File: config.mk
export PLATFORM = sky130hd
export DESIGN_NAME = mem_line_bridge_flat
export DESIGN_NICKNAME = d
export VERILOG_FILES = /design/src/rtl/mem_line_bridge_if.sv /design/src/rtl/mem_line_bridge.sv /design/src/flat_wrapper.sv
export SDC_FILE = /design/constraint.sdc
export NUM_CORES = 2
export LEC_CHECK = 0
export ABC_AREA = 1
export CAP_MARGIN = 25
export CORE_AREA = 5 5 500 502
export CTS_BUF_LIST = sky130_fd_sc_hd__clkbuf_16
export CTS_CLUSTER_SIZE = 28
export DETAILED_ROUTE_END_ITERATION = 8
export DIE_AREA = 0 0 505 507
export PLACE_DENSITY_LB_ADDON = 0.3
export SYNTH_ARGS = -nofsm -noshare
export SYNTH_HDL_FRONTEND = slang
export SYNTH_SLANG_ARGS = --single-unit
export TNS_END_PERCENT = 1
File: constraint.sdc
create_clock -name clock -period 4.6 [get_ports clock]
set_clock_uncertainty 0.05 [all_clocks]
set_input_delay 0.92 -clock clock [delete_from_list [all_inputs] [get_ports clock]]
set_output_delay 0.92 -clock clock [all_outputs]
set_load 0.01 [all_outputs]
File: src/rtl/mem_line_bridge_if.sv
// Request/response line types and the bus interface shared by mem_line_bridge and its L1/memory neighbours.
package mem_line_bridge_pkg;
  localparam int LINE_BITS      = 512;
  localparam int LINE_ADDR_BITS = 64 - $clog2(LINE_BITS / 8);

  typedef struct packed {
    logic                      mem_req_load;
    logic                      mem_req_store;
    logic [LINE_ADDR_BITS-1:0] mem_addr;
    logic [LINE_BITS-1:0]      mem_data_out;
  } mem_bus_req_t;

  typedef struct packed {
    logic                 mem_ready;
    logic [LINE_BITS-1:0] mem_data;
  } mem_bus_resp_t;
endpackage

interface mem_line_bridge_if #(
  parameter int WIDTH = 64
);
  import mem_line_bridge_pkg::*;

  mem_bus_req_t     req;
  mem_bus_resp_t    resp;
  logic             bm_valid;
  logic             bm_we;
  logic [63:0]      bm_addr;
  logic [WIDTH-1:0] bm_wdata;
  logic             bm_ready;
  logic             bm_rvalid;
  logic [WIDTH-1:0] bm_rdata;

  // master is the bridge: it consumes L1 requests and drives the beat port.
  modport master (
    input  req,
    output resp,
    output bm_valid, bm_we, bm_addr, bm_wdata,
    input  bm_ready, bm_rvalid, bm_rdata
  );

  modport slave (
    output req,
    input  resp,
    input  bm_valid, bm_we, bm_addr, bm_wdata,
    output bm_ready, bm_rvalid, bm_rdata
  );
endinterface

File: src/rtl/mem_line_bridge.sv
// Serialises L1 line refills/writebacks into WIDTH-bit beats on a single-outstanding memory port.
// Optional LINE_BRIDGE_PERF_EN adds load/store/stall performance counters.
module mem_line_bridge
  import mem_line_bridge_pkg::*;
#(
  parameter int CACHE_LINE_SIZE = LINE_BITS,
  parameter int WIDTH           = 64
) (
  input  logic        clock,
  input  logic        reset_n,
  mem_line_bridge_if.master bus
`ifdef LINE_BRIDGE_PERF_EN
  ,
  output logic [31:0] perf_loads,
  output logic [31:0] perf_stores,
  output logic [31:0] perf_stall
`endif
);
  localparam int BEATS       = CACHE_LINE_SIZE / WIDTH;
  localparam int OFFSET_BITS = $clog2(CACHE_LINE_SIZE / 8);
  localparam int BEAT_BITS   = $clog2(BEATS);
  localparam int BYTE_BITS   = OFFSET_BITS - BEAT_BITS;
  localparam int LINE_ADDR_W = 64 - OFFSET_BITS;
  localparam logic [BEAT_BITS-1:0] LAST_BEAT = BEAT_BITS'(BEATS - 1);

  typedef enum logic [2:0] {IDLE, WR_BEAT, RD_REQ, RD_WAIT, RESP} state_t;

  state_t                     state;
  logic [BEAT_BITS-1:0]       beat_cnt;
  logic [BEAT_BITS-1:0]       next_beat;
  logic [LINE_ADDR_W-1:0]     line_addr;
  logic [CACHE_LINE_SIZE-1:0] line_buf;
  logic                       beat_valid;
  logic                       beat_we;
  logic [63:0]                beat_addr;
  logic [WIDTH-1:0]           beat_wdata;
  logic                       ready_pulse;
  logic [CACHE_LINE_SIZE-1:0] resp_line;
  logic                       accept;

  assign next_beat     = beat_cnt + 1'b1;
  assign accept        = beat_valid && bus.bm_ready;
  assign bus.bm_valid  = beat_valid;
  assign bus.bm_we     = beat_we;
  assign bus.bm_addr   = beat_addr;
  assign bus.bm_wdata  = beat_wdata;
  assign bus.resp      = '{mem_ready: ready_pulse, mem_data: resp_line};

  // Beat outputs are loaded one beat ahead so they are already stable when bm_valid rises.
  always_ff @(posedge clock or negedge reset_n) begin
    if (!reset_n) begin
      state       <= IDLE;
      beat_cnt    <= '0;
      line_addr   <= '0;
      line_buf    <= '0;
      beat_valid  <= 1'b0;
      beat_we     <= 1'b0;
      beat_addr   <= '0;
      beat_wdata  <= '0;
      ready_pulse <= 1'b0;
      resp_line   <= '0;
    end else begin
      ready_pulse <= 1'b0;
      case (state)
        IDLE: begin
          beat_cnt <= '0;
          if (bus.req.mem_req_store) begin
            state      <= WR_BEAT;
            line_addr  <= bus.req.mem_addr;
            line_buf   <= bus.req.mem_data_out;
            beat_valid <= 1'b1;
            beat_we    <= 1'b1;
            beat_addr  <= {bus.req.mem_addr, {OFFSET_BITS{1'b0}}};
            beat_wdata <= bus.req.mem_data_out[WIDTH-1:0];
          end else if (bus.req.mem_req_load) begin
            state      <= RD_REQ;
            line_addr  <= bus.req.mem_addr;
            beat_valid <= 1'b1;
            beat_we    <= 1'b0;
            beat_addr  <= {bus.req.mem_addr, {OFFSET_BITS{1'b0}}};
          end
        end
        WR_BEAT: begin
          if (accept) begin
            if (beat_cnt == LAST_BEAT) begin
              state       <= RESP;
              beat_valid  <= 1'b0;
              beat_we     <= 1'b0;
              ready_pulse <= 1'b1;
              resp_line   <= line_buf;
            end else begin
              beat_cnt   <= next_beat;
              beat_addr  <= {line_addr, next_beat, {BYTE_BITS{1'b0}}};
              beat_wdata <= line_buf[next_beat*WIDTH +: WIDTH];
            end
          end
        end
        RD_REQ: begin
          if (accept) begin
            state      <= RD_WAIT;
            beat_valid <= 1'b0;
          end
        end
        RD_WAIT: begin
          if (bus.bm_rvalid) begin
            line_buf[beat_cnt*WIDTH +: WIDTH] <= bus.bm_rdata;
            if (beat_cnt == LAST_BEAT) begin
              // The final beat bypasses line_buf so the response lands in the same cycle.
              state       <= RESP;
              ready_pulse <= 1'b1;
              resp_line   <= line_buf;
              resp_line[beat_cnt*WIDTH +: WIDTH] <= bus.bm_rdata;
            end else begin
              state      <= RD_REQ;
              beat_cnt   <= next_beat;
              beat_valid <= 1'b1;
              beat_addr  <= {line_addr, next_beat, {BYTE_BITS{1'b0}}};
            end
          end
        end
        RESP: begin
          state    <= IDLE;
          beat_cnt <= '0;
        end
        default: state <= IDLE;
      endcase
    end
  end

`ifdef LINE_BRIDGE_PERF_EN
  logic is_store;

  // Counts completed lines by kind and cycles where a beat is held back by the memory.
  always_ff @(posedge clock or negedge reset_n) begin
    if (!reset_n) begin
      is_store    <= 1'b0;
      perf_loads  <= '0;
      perf_stores <= '0;
      perf_stall  <= '0;
    end else begin
      if (state == IDLE) begin
        if (bus.req.mem_req_store) is_store <= 1'b1;
        else if (bus.req.mem_req_load) is_store <= 1'b0;
      end
      if (beat_valid && !bus.bm_ready) perf_stall <= perf_stall + 32'd1;
      if (state == RESP) begin
        if (is_store) perf_stores <= perf_stores + 32'd1;
        else perf_loads <= perf_loads + 32'd1;
      end
    end
  end
`endif
endmodule
File: src/flat_wrapper.sv
// flat-port wrapper written by rule: the top's interface ports become plain ports
module mem_line_bridge_flat import mem_line_bridge_pkg::*;
#(
  parameter int CACHE_LINE_SIZE = LINE_BITS,
  parameter int WIDTH           = 64
)
  (clock, reset_n, bus_req, bus_resp, bus_bm_valid, bus_bm_we, bus_bm_addr, bus_bm_wdata, bus_bm_ready, bus_bm_rvalid, bus_bm_rdata);
  mem_line_bridge_if #(.WIDTH(WIDTH)) bus_i ();
  input  logic clock;
  input  logic reset_n;
  input wire logic [$bits(bus_i.req)-1:0] bus_req;
  output wire logic [$bits(bus_i.resp)-1:0] bus_resp;
  output wire logic [$bits(bus_i.bm_valid)-1:0] bus_bm_valid;
  output wire logic [$bits(bus_i.bm_we)-1:0] bus_bm_we;
  output wire logic [$bits(bus_i.bm_addr)-1:0] bus_bm_addr;
  output wire logic [$bits(bus_i.bm_wdata)-1:0] bus_bm_wdata;
  input wire logic [$bits(bus_i.bm_ready)-1:0] bus_bm_ready;
  input wire logic [$bits(bus_i.bm_rvalid)-1:0] bus_bm_rvalid;
  input wire logic [$bits(bus_i.bm_rdata)-1:0] bus_bm_rdata;
  assign bus_i.req = bus_req;
  assign bus_resp = bus_i.resp;
  assign bus_bm_valid = bus_i.bm_valid;
  assign bus_bm_we = bus_i.bm_we;
  assign bus_bm_addr = bus_i.bm_addr;
  assign bus_bm_wdata = bus_i.bm_wdata;
  assign bus_i.bm_ready = bus_bm_ready;
  assign bus_i.bm_rvalid = bus_bm_rvalid;
  assign bus_i.bm_rdata = bus_bm_rdata;
  mem_line_bridge #(.CACHE_LINE_SIZE(CACHE_LINE_SIZE), .WIDTH(WIDTH)) u_core (.clock(clock), .reset_n(reset_n), .bus(bus_i));
endmodule
## Yosys cells after proc, flatten, opt, wreduce, memory -nomap -nowiden

Index checks and enable logic that the tools add are counted.

- Memories kept: 0
- Bits in writable memories: 0
- Register bits after elaboration: 1219
- Output and inout port bits: 643
- Memory bits (read-only): 0
- Bits in latches: 0

- Bitwise gates (word level): 0
- Reductions and logical operators: 19
- Order comparisons: 0
- $add $sub $neg: 2
- Shift operators: 3
- Muxes and demuxes: 48
- Multipliers: 0
- Equal/unequal tests: 14
- Divide/modulo/power cells: 0

Operators by type and width:

| kind | count |
|---|---|
| $mux W512 | 6 |
| $pmux W512 S2 | 2 |
| $bwmux W512 | 1 |
| $mux W64 | 8 |
| $shift A64 B34 Y512 const A | 1 |
| $shiftx A512 B10 Y64 | 1 |
| $shiftx A64 B34 Y512 | 1 |
| $pmux W64 S3 | 1 |
| $pmux W64 S2 | 1 |
| $mux W58 | 2 |
| $neg A9 Y34 | 1 |
| $mux W3 | 10 |
| $mux W1 | 12 |
| $pmux W3 S4 | 1 |
| $reduce_and A4 Y1 | 3 |
| $reduce_and A5 Y1 | 2 |
| $pmux W3 S3 | 1 |
| $ne A2 B1 Y1 const B | 4 |
| $ne A2 B2 Y1 const B | 4 |
| $reduce_bool A2 Y1 | 4 |
| $reduce_and A7 Y1 | 1 |
| $eq A3 B2 Y1 const B | 2 |
| $eq A3 B3 Y1 const B | 2 |
| $reduce_and A3 Y1 | 2 |
| 11 further kinds | 13 |

## Longest topological paths before layout

- Depth in word-level cells: 6
- Gate-level depth with buffers: 16
- Mapped depth without buffers: 11

## Least setup slack after synthesis

OpenSTA, ideal clock, no wires.

- Kind: reg2reg
- Start: register u_core.beat_cnt[0]
- End: register u_core.resp_line[10]
- Cell stages (with the launch flop): 14
- Setup slack: 1.554 ns
- Arrival time: 2.874 ns
- Path buffers: 6
- Cell sequence: dfrtp_1 -> buf_2 -> inv_2 -> clkbuf_1 -> clkbuf_1 -> ha_1 -> ha_1 -> buf_2 -> nor3_1 -> clkbuf_1 -> buf_1 -> nand3_1 -> nand3_1 -> a21oi_1

- Cells in the longest elaborated chain, start to end: 6

RTL lines:

| item | line | RTL |
|---|---|---|
| start, declared | mem_line_bridge.sv:29 | `logic [BEAT_BITS-1:0] beat_cnt;` |
| start signal, assigned | mem_line_bridge.sv:92 | `beat_cnt <= next_beat;` |
| start signal, assigned | mem_line_bridge.sv:115 | `beat_cnt <= next_beat;` |
| $neg A9 Y34 | mem_line_bridge.sv:112 | `resp_line[beat_cnt*WIDTH +: WIDTH] <= bus.bm_rdata;` |
| $shiftx A64 B34 Y512 or $shift A64 B34 Y512 (tied branches) | mem_line_bridge.sv:112 |  |
| $bwmux W512 | mem_line_bridge.sv:112 |  |
| $mux W512 | mem_line_bridge.sv:107 | `if (beat_cnt == LAST_BEAT) begin` |
| $mux W512 | mem_line_bridge.sv:105 | `if (bus.bm_rvalid) begin` |
| $pmux W512 S2 | mem_line_bridge.sv:64 | `case (state)` |
| end signal, assigned | mem_line_bridge.sv:90 | `resp_line <= line_buf;` |
| end signal, assigned | mem_line_bridge.sv:111 | `resp_line <= line_buf;` |
| end signal, assigned by index | mem_line_bridge.sv:112 |  |
| end, declared | mem_line_bridge.sv:38 | `logic [CACHE_LINE_SIZE-1:0] resp_line;` |

Parallel ways exist; a longest one is shown, timed or not. The select of a mux whose other input is x is not followed.
A chain may end at the register's enable or synchronous reset.

## Worst setup path in the final report

- Start: register u_core.beat_cnt[0]
- End: register u_core.resp_line[21]

The elaborated chain is that of the path after synthesis.

==> results.md <==
* Status: finished clean
* I/O Buffers at 1,279
* # placed instances at about 15,000
* Post-synthesis sequential area ratio at roughly 43%
* Vias in the first global route at 71,995
* Synthesis-to-layout area growth at 30.32%
* DRC errors left at 0
* TritonCTS clock tree: built
* Final setup fails at 0
* Cell Int Power at about 33,000 µW
* VDD IR-drop max at 0.0008457 V
* FILL cells at roughly 26,000
* Initial Util at about 29%
* Unrepaired setup endpoints after global routing: no
* Ports at around 1,300
* Routed wire length at 394,900 µm
* Clock power frac at between 15 and 20%
* Post-synthesis area per instance at 6.601 µm²
* Die Span Y at 507 µm
* Most used cell, CP: buf_12
* CP Data Required Time at 5.25 ns
* Crit path max-delay family: buffers and inverters
* Number of H-tree levels at 4
* Clk sink count at about 1,200
* Total gr overflow at 0
* Clock buffer depth at 3
* Crit-path cells: buf_12 -> ha_1 -> ha_4 -> nand2_1 -> clkinv_1 -> nand3_4 -> inv_16 -> buf_12 -> nor2_1 -> a21oi_1
* Crit Path Max Fanout at about 150
* Die area at 0.2560 mm²
* Worst-Margin Slew at 1.304 ns
* Hold slack at 0.4190 ns
* FF+latch count, synth at around 1,200
* Post-CTS Setup Bufs at 0
* Final period utilization at between 80% and 90%
* DR WL/cell at ~26 µm
* Final min period at roughly 3.8 ns
* Root Driver: clkbuf_16
* # Max-Cap Violations at 0
* Cell area after layout at just over 0.09 mm²
* CP max-delay cell: buf_12
* Die X at 505 µm
* Reg clk slew, reported paths at around 0.06 ns
* DRT Pass-1 Iters at 6
* Total track usage at between 20 and 30%
* Worst Path Buf+Inv at 4
* Multi-input logic area at approximately 0.032 mm²
* Cell Area, Synth at 0.06997 mm²
* P_sw at about 35,000 µW
* Average vias per placed instance at slightly above 5
* Max incr delay on CP at 0.57 ns
* Worst setup SP type: register
* PD cells at 746.1 mW/mm²
* Fin util at between 30 and 40%
* Slew HR at a little over an eighth
* First-pass GRT wire length at around 550,000 µm
* Hold Crit Class: register to register
* Gate count after technology mapping at 10,599
* Antenna Nets Post-Route at 0
* Netlist cell types at 27
* Clock buffer count from CTS at approximately 160
* WP data arrival at around 4.5 ns
* Dpl cell area at about 0.086 mm²
* Worst setup EP type: register
* Final hold vios at 0
* Switch share at 51.55%
* RePlAce Congestion at ~0.95
* Share of layout cells above drive strength 1 at 4.036%
* DP HPWL at about 280,000 µm
* # nets final at between 10,000 and 15,000
* Register share of total power at between 20% and 30%
* Slew Limit Fails at 0
* Num rows at ~180
* Core area at about 0.24 mm²
* Synthesis warning total at 0
* Type of the worst setup path: register to register
* Pin count of the biggest net entering global routing at 164
* Worst skew pair latency at between 0.8 and 0.9 ns
* Combinational share of power at 56.8%
* Leakage at 0.04328 µW
* Fmax at about 260 MHz
* Via count at 76,631
* Detailed Route Iter0 Violations at 9,020
* Post-Route Setup TNS at 0 ns
* Register area at a little over 0.03 mm²
* Non-filler instance count after layout at 14,909
* Initial antenna violation count at 144
-- power groups by stage --
stage	combinational [µW]	sequential (µW)	clock, µW
2_1_floorplan	20700	17200	0
3_3_place_gp	37600	17200	0
3_5_place_dp	38000	17200	0
4_1_cts	38100	17100	12500
5_1_grt	41700	17500	12800
6_report	38600	17100	12300
-- routing by layer --
layer	share of wire (%)	vias to the layer above	track usage (%)	routed length, µm
li1	-	34939	-	-
met1	41	36768	39.16	162400
met2	41	4114	41.69	163500
met3	12	738	10.83	46710
met4	5.5	72	15.73	21810
met5	0.12	-	0	489
-- kinds of logic after synthesis --
kind of cell,synth area share (%)
AND/OR/NAND/NOR,35.32
adder cells (fa/ha/maj),0.1252
other,0.005360
flip-flops,43.49
AO/OA/AOI/OAI,10.09
buffers and inverters,10.97
-- synth_stat cells --
master / count / area [µm²]
o211ai_1: 1 / 7.510
conb_1: 1 / 3.750
nand4_1: 1 / 6.260
nand3_1: 1348 / 6746
buf_4: 74 / 555.5
o21ai_0: 69 / 345.3
inv_2: 7 / 26.28
buf_6: 10 / 112.6
inv_1: 1102 / 4136
nor2_4: 1 / 11.26
dfrtp_1: 1216 / 30430
nand2_1: 1720 / 6456
clkinv_1: 1 / 3.750
ha_1: 7 / 87.58
o21ai_1: 2 / 10.01
nor3_1: 2 / 10.01
nand3b_1: 17 / 127.6
inv_4: 1 / 6.260
clkbuf_1: 340 / 1276
nor2_1: 3013 / 11310
buf_2: 279 / 1396
buf_1: 43 / 161.4
nand2_2: 1 / 6.260
nand2_4: 1 / 11.26
a21oi_1: 1338 / 6696
nor2_2: 3 / 18.77
nand3_2: 1 / 10.01
-- cell usage in the layout (no fill, tap or decap), types with 5 or more instances in the layout --
master,count
clkdlybuf4s50_1,1278
dfrtp_1,1215
nor2_4,8
clkinv_2,28
nand3b_1,17
a21oi_1,1338
inv_1,1127
clkbuf_16,158
buf_4,137
buf_12,55
diode_2,68
clkinv_1,36
buf_16,5
bufinv_16,8
nand3_1,1345
o21ai_0,68
nand2_4,9
buf_6,7
nor2_1,3007
nand2_1,1711
clkinv_16,10
inv_8,5
-- state kept, by name, indices dropped and copies added (netlist names) --
register and flops:
u_core.line_buf 512, u_core.bus.bm_addr 61, u_core.bus.bm_valid 1, u_core.beat_cnt 3
u_core.resp_line 512, u_core.line_addr 58, u_core.state 3, u_core.bus.bm_wdata 64
u_core.ready_pulse 1, u_core.bus.bm_we 1
-- cell type report --
| class | instances | share of cell area [%] |
|---|---|---|
| Inverter | 1111 | 4.634 |
| Tap cell | 3220 | 4.418 |
| Antenna cell | 68 | 0.1866 |
| Sequential cell | 1216 | 33.38 |
| Timing Repair Buffer | 1487 | 16.67 |
| Multi-Input combinational cell | 7528 | 35.23 |
| Clock inverter | 121 | 1.144 |
| Clock buffer | 158 | 4.336 |
-- final timing paths --
path | from | endpoint | slack (ns) | cells after the start
max in group asynchronous | reset_n | u_core.line_buf[181] | 2.53 | 3
min in group asynchronous | reset_n | u_core.line_buf[356] | 0.69 | 2
worst min register to register | u_core.bus.bm_addr[23] | u_core.bus.bm_addr[23] | 0.42 | 2
worst max register to register | u_core.beat_cnt[0] | u_core.resp_line[21] | 0.78 | 10
worst min-delay path | u_core.bus.bm_addr[23] | u_core.bus.bm_addr[23] | 0.42 | 2
worst max-delay path | u_core.beat_cnt[0] | u_core.resp_line[21] | 0.78 | 10
-- repair_timing --
action	4_1_cts	5_1_grt
endpoints found under the setup margin	0	0
resized for setup	0	0
hold endpoints to repair	2	0
hold buffers	1	0
-- through the flow --
stage / total power, µW / setup WS, ns
2_1_floorplan: 37900 / 1.554
4_1_cts: 67670 / 0.6533
3_5_place_dp: 55170 / 0.6741
5_1_grt: 72090 / 0.5617
3_3_place_gp: 54800 / 0.7425
6_report: 68030 / 0.7779
-- tightest hold or removal path: cells and delay by family (launching register included) --
kind	cells	cell delay [ns]
flops	1	0.34
simple gates	2	0.09
Note: power is estimated with default switching activity, not from simulation.
